<file path="src/rtl/rgb2gray_pipe.sv">
// -----------------------------------------------------------------------------
// rgb2gray_pipe
//
// Fully pipelined RGB-to-grayscale converter with valid/ready handshakes on
// both sides. Each pixel carries its own coefficient-set selector and an
// end-of-line marker. The luma result is rounded to nearest using unsigned
// Q16 coefficients.
//
// Pipeline (one pixel per cycle, 3 cycles input-to-output when unstalled):
//   S1  register R, G, B, mode, last, v1
//   S2  pr = R*cr, pg = G*cg, pb = B*cb   (coefficients picked by S1 mode)
//   S3  gray = (pr + pg + pb + 0.5) >> 16, registered onto the outputs
//
// Flow control: the whole pipeline moves together when the output register
// is empty or is being drained (advance = ~out_valid | out_ready). Otherwise
// every stage holds. in_ready equals advance, so nothing is dropped or
// duplicated under backpressure.
//
// Ports:
//   clk        rising-edge clock
//   rst        asynchronous active-low reset (0 = reset)
//   in_valid   input pixel valid
//   in_ready   block can accept a pixel this cycle
//   red_in     red channel   [DATA_W-1:0]
//   green_in   green channel [DATA_W-1:0]
//   blue_in    blue channel  [DATA_W-1:0]
//   mode_in    coefficient set: 0 BT.601, 1 BT.709, 2 average, 3 green only
//   last_in    end-of-line marker travelling with the pixel
//   out_valid  gray_out valid
//   out_ready  downstream accepts gray_out
//   gray_out   luma result [DATA_W-1:0]
//   last_out   last_in delayed with its own pixel
//   busy       any pipeline stage holds a valid pixel
//
// Parameters:
//   DATA_W  bits per colour channel and per gray output (4..16)
//   COEF_W  width of the unsigned Q16 coefficients (17, so 65536 fits)
// -----------------------------------------------------------------------------
module rgb2gray_pipe #(
  parameter int DATA_W = 8,
  parameter int COEF_W = 17
) (
  input  logic              clk,
  input  logic              rst,
  input  logic              in_valid,
  output logic              in_ready,
  input  logic [DATA_W-1:0] red_in,
  input  logic [DATA_W-1:0] green_in,
  input  logic [DATA_W-1:0] blue_in,
  input  logic [1:0]        mode_in,
  input  logic              last_in,
  output logic              out_valid,
  input  logic              out_ready,
  output logic [DATA_W-1:0] gray_out,
  output logic              last_out,
  output logic              busy
);

  localparam int PROD_W = DATA_W + COEF_W;
  localparam int SUM_W  = PROD_W + 2;

  typedef enum logic [1:0] {
    MODE_BT601 = 2'd0,
    MODE_BT709 = 2'd1,
    MODE_AVG   = 2'd2,
    MODE_GREEN = 2'd3
  } mode_e;

  // Stage 1 registers
  logic              v1;
  logic [DATA_W-1:0] s1_red;
  logic [DATA_W-1:0] s1_green;
  logic [DATA_W-1:0] s1_blue;
  mode_e             s1_mode;
  logic              s1_last;

  // Stage 2 registers
  logic              v2;
  logic [PROD_W-1:0] s2_pr;
  logic [PROD_W-1:0] s2_pg;
  logic [PROD_W-1:0] s2_pb;
  logic              s2_last;

  // Combinational helpers
  logic              advance;
  logic [COEF_W-1:0] coef_r;
  logic [COEF_W-1:0] coef_g;
  logic [COEF_W-1:0] coef_b;
  logic [SUM_W-1:0]  sum;

  // A stage may move only if the output slot is free or being emptied;
  // all stages share this single enable so pixel order is preserved.
  assign advance  = ~out_valid | out_ready;
  assign in_ready = advance;
  assign busy     = v1 | v2 | out_valid;

  // Coefficient lookup for the pixel sitting in S1. Every set sums to 65536,
  // so the rounded result can never exceed 2^DATA_W-1.
  always_comb begin
    // NOTE: defaults first so no path through the case leaves a coefficient
    // unassigned, which would otherwise infer a latch.
    coef_r = '0;
    coef_g = '0;
    coef_b = '0;
    unique case (s1_mode)
      MODE_BT601: begin
        coef_r = COEF_W'(19595);
        coef_g = COEF_W'(38470);
        coef_b = COEF_W'(7471);
      end
      MODE_BT709: begin
        coef_r = COEF_W'(13933);
        coef_g = COEF_W'(46871);
        coef_b = COEF_W'(4732);
      end
      MODE_AVG: begin
        coef_r = COEF_W'(21845);
        coef_g = COEF_W'(21845);
        coef_b = COEF_W'(21846);
      end
      MODE_GREEN: begin
        coef_r = '0;
        coef_g = COEF_W'(65536);
        coef_b = '0;
      end
      default: ;
    endcase
  end

  // Adding one half in Q16 turns the truncating shift into round-to-nearest.
  always_comb begin
    sum = SUM_W'(s2_pr) + SUM_W'(s2_pg) + SUM_W'(s2_pb) + SUM_W'(32768);
  end

  // S1: capture the incoming pixel and its sideband.
  always_ff @(posedge clk or negedge rst) begin
    // NOTE: every data register is reset as well as the valid bits, so the
    // outputs read as zero after reset and no stale value is ever visible.
    if (!rst) begin
      v1       <= 1'b0;
      s1_red   <= '0;
      s1_green <= '0;
      s1_blue  <= '0;
      s1_mode  <= MODE_BT601;
      s1_last  <= 1'b0;
    end else if (advance) begin
      // NOTE: non-blocking assignments so every stage samples the values its
      // predecessor held before this edge, regardless of block ordering.
      v1       <= in_valid;
      s1_red   <= red_in;
      s1_green <= green_in;
      s1_blue  <= blue_in;
      s1_mode  <= mode_e'(mode_in);
      s1_last  <= last_in;
    end
  end

  // S2: three unsigned products.
  always_ff @(posedge clk or negedge rst) begin
    if (!rst) begin
      v2      <= 1'b0;
      s2_pr   <= '0;
      s2_pg   <= '0;
      s2_pb   <= '0;
      s2_last <= 1'b0;
    end else if (advance) begin
      v2      <= v1;
      s2_pr   <= PROD_W'(s1_red)   * PROD_W'(coef_r);
      s2_pg   <= PROD_W'(s1_green) * PROD_W'(coef_g);
      s2_pb   <= PROD_W'(s1_blue)  * PROD_W'(coef_b);
      s2_last <= s1_last;
    end
  end

  // S3: rounded sum onto the output registers. Empty slots from S2 clear
  // out_valid, so bubbles are never presented downstream.
  always_ff @(posedge clk or negedge rst) begin
    if (!rst) begin
      out_valid <= 1'b0;
      gray_out  <= '0;
      last_out  <= 1'b0;
    end else if (advance) begin
      out_valid <= v2;
      gray_out  <= DATA_W'(sum >> 16);
      last_out  <= s2_last;
    end
  end

endmodule

</file>
<file path="config.mk">
export PLATFORM = sky130hd
export DESIGN_NAME = rgb2gray_pipe
export DESIGN_NICKNAME = d
export VERILOG_FILES = /design/src/rtl/rgb2gray_pipe.sv
export SDC_FILE = /design/constraint.sdc
export NUM_CORES = 1
export LEC_CHECK = 0
export CAP_MARGIN = 20
export CORE_MARGIN = 10
export CORE_UTILIZATION = 40
export DETAILED_ROUTE_END_ITERATION = 6
export PLACE_DENSITY = 0.58
export SYNTH_ARGS = -nofsm -noshare
export SYNTH_HDL_FRONTEND = slang
export SYNTH_SLANG_ARGS = --single-unit
</file>
<file path="constraint.sdc">
create_clock -name clk -period 13.5 [get_ports clk]
set_input_delay 3.375 -clock clk [delete_from_list [all_inputs] [get_ports clk]]
set_output_delay 3.375 -clock clk [all_outputs]
set_load 0.005 [all_outputs]
</file>
==> results.json <==
{
  "status": "completed",
  "h-tree-depth": 3,
  "ys_seq_area_frac": 0.176,
  "fillers": 3884,
  "multi_input_area_sq_um": 11700,
  "max_freq_mhz": 119,
  "preCtsSetupSlack_ns": 5.04,
  "dp_cells": 2285,
  "routabilityCongestion": 0.912,
  "drtAntennaViolNets": 0,
  "setup_violations": 0,
  "wl_per_cell_um": 17.3,
  "final_cell_area_sq_um": 17300,
  "place_hpwl_mm": 32.8,
  "placed_cell_area_sq_um": 16900,
  "area_delta_synth_final_pct": 8.28,
  "synth_edf_count": 0,
  "slowest_stage": "clkdlybuf4s50_1",
  "cap_violations": 0,
  "synth.top_cells.by_area": "fa_1 27%, dfrtp_1 18%, ha_1 17%",
  "worstMarginPinSlew_ns": 1.02,
  "dieArea_sq_um": 48200,
  "portBuffers": 42,
  "yosys.area.top_type": "fa_1",
  "worst_skew_pair.late_latency_ns": 0.40,
  "layout.nets": 2233,
  "crit_top_cell": "clkdlybuf4s50_1",
  "synth.distinct_cells": 66,
  "end_kind": "primary output",
  "grt_setup_unrepaired": "no",
  "grtUsageTotal": 0.173,
  "period_share": 0.625,
  "crit_chain": "clkdlybuf4s50_1 > nor2b_4 > buf_4 > inv_4 > clkdlybuf4s50_1",
  "grt_first_pass_wirelength_mm": 65.7,
  "gr-total-overflow": 0,
  "cts_tree": "yes",
  "setup_ws_ns": 5.07,
  "crit_arrival_ns": 5.06,
  "yosysMostFrequentCell": "inv_1",
  "syn_area_sq_um": 15900,
  "regArea_sq_um": 2800,
  "synthCells": 1756,
  "die_x_um": 220,
  "path_class": "in -> out",
  "synth_seq_cells": 112,
  "post_cts_buffers": 0,
  "avgSynthCellArea_sq_um": 9.07,
  "required_ns": 10.12,
  "diodes": 0,
  "worst-path-max-fanout": 42,
  "viasPerCell": 5.09,
  "cts_root_buf": "clkbuf_16",
  "dr.pass1.iters": 5,
  "ctsResizeCount": 0,
  "cts_sinks": 112,
  "instances_no_fill": 2301,
  "worstHoldPathType": "reg -> reg",
  "synthTopCellsByCount": "325 x inv_1, 256 x nand2_1, 219 x ha_1, 212 x fa_1, 112 x dfrtp_1",
  "clockBufferDepth": 2,
  "skew_ns": 0.0245,
  "core_area_sq_um": 39500,
  "grt_pass1_vias": 12200,
  "synthDominantCellAreaShare": 0.266,
  "drive_above_1_share": 0.0298,
  "drt_iter0_drc": 709,
  "fin_tns_setup_ns": 0,
  "numCtsBuffers": 9,
  "worstSetupStartpointType": "input port",
  "drv_slew": 0,
  "yosysWarnings": 0,
  "drc": 0,
  "slew_headroom": 0.319,
  "vias": 11700,
  "antenna_found_initial": 0,
  "clk_pin_slew_ns": 0.09,
  "routed_wirelength_mm": 39.8,
  "critPathMaxStageDelay_ns": 0.49,
  "start_util": 0.403,
  "grt_max_degree": 75,
  "hold_violations": 0,
  "async_flop_share": 1.00,
  "ctsHoldBuffers": 0,
  "synth-main-ff-cell": "dfrtp_1",
  "die_h_um": 220,
  "layout_min_cycle_time_ns": 8.43,
  "ios": 43,
  "num_rows": 73,
  "syn-num-nets": 2218
}
kinds of logic (layout without fill, tap and decap cells):
| kind of cell | count (synthesis) | count (layout) | synth area share |
|---|---|---|---|
| muxes | 3 | 3 | 0.00196 |
| buffers and inverters | 374 | 394 | 0.0883 |
| adders and majority gates | 431 | 431 | 0.438 |
| and+or+nand+nor | 505 | 505 | 0.151 |
| AOI/OAI and AO/OA | 279 | 279 | 0.116 |
| xor gates and xnor gates | 52 | 52 | 0.0286 |
| DFF | 112 | 112 | 0.176 |
critical path: cells and delay by family:
kind,cells,cell delay [ns]
buf+inv,4,1.55
simple gates,1,0.11
placed cells by master (no fill, tap or decap), types with 25 or more instances in the layout:
cell	n
a21o_1	28
a21oi_1	77
and2_1	56
clkdlybuf4s50_1	41
dfrtp_1	112
fa_1	212
ha_1	219
inv_1	324
nand2_1	256
nor2_1	67
nor2b_1	33
o21ai_0	64
xnor2_1	27
xor2_1	25
path summary, 6_finish.rpt:
kind	from	endpoint	cells past startpoint	slack, ns
hold reg to reg	s2_last$_DFFE_PN0P_	s2_last$_DFFE_PN0P_	2	0.47
setup / recovery	out_ready	in_ready	5	5.07
setup reg to reg	s1_mode[0]$_DFFE_PN0P_	s2_pr[23]$_DFFE_PN0P_	19	6.83
max in group asynchronous	rst	s2_pr[2]$_DFFE_PN0P_	3	9.07
min in group asynchronous	rst	s2_last$_DFFE_PN0P_	1	2.82
hold / removal	s2_last$_DFFE_PN0P_	s2_last$_DFFE_PN0P_	2	0.47
metal layers:
| layer | share of wire | GRT usage | routed length (um) | vias to the layer above |
|---|---|---|---|---|
| li1 | - | - | - | 5696 |
| met1 | 0.48 | 0.240 | 19100 | 5766 |
| met2 | 0.47 | 0.282 | 18600 | 229 |
| met3 | 0.038 | 0.0237 | 1530 | 30 |
| met4 | 0.013 | 0.0349 | 528 | 0 |
| met5 | 0 | 0 | 0 | - |
through the flow:
stage,hold WS [ns],utilization
2_1_floorplan,0.439,-
3_3_place_gp,0.453,0.428
3_5_place_dp,0.456,0.428
4_1_cts,0.477,0.436
5_1_grt,0.499,0.436
6_report,0.471,0.436
layout make-up:
| cell class | count | area share |
|---|---|---|
| multi-input cells | 1270 | 0.680 |
| well taps | 525 | 0.0381 |
| clock buffers | 9 | 0.0131 |
| inverters | 325 | 0.0709 |
| clock inverters | 7 | 0.00653 |
| flip-flops and latches | 112 | 0.162 |
| repair buffers | 53 | 0.0290 |
registers in the layout, indices dropped and copies added (netlist names):
register   flops
s1_mode        2
s1_green       8
s2_last        1
out_valid      1
gray_out       8
s2_pb         24
s1_last        1
s2_pr         24
s1_red         8
v1             1
last_out       1
s1_blue        8
s2_pg         24
v2             1
Power is left out: the tool's default activity adds up to more than one toggle a clock period on the data nets, which glitch-free logic cannot reach.
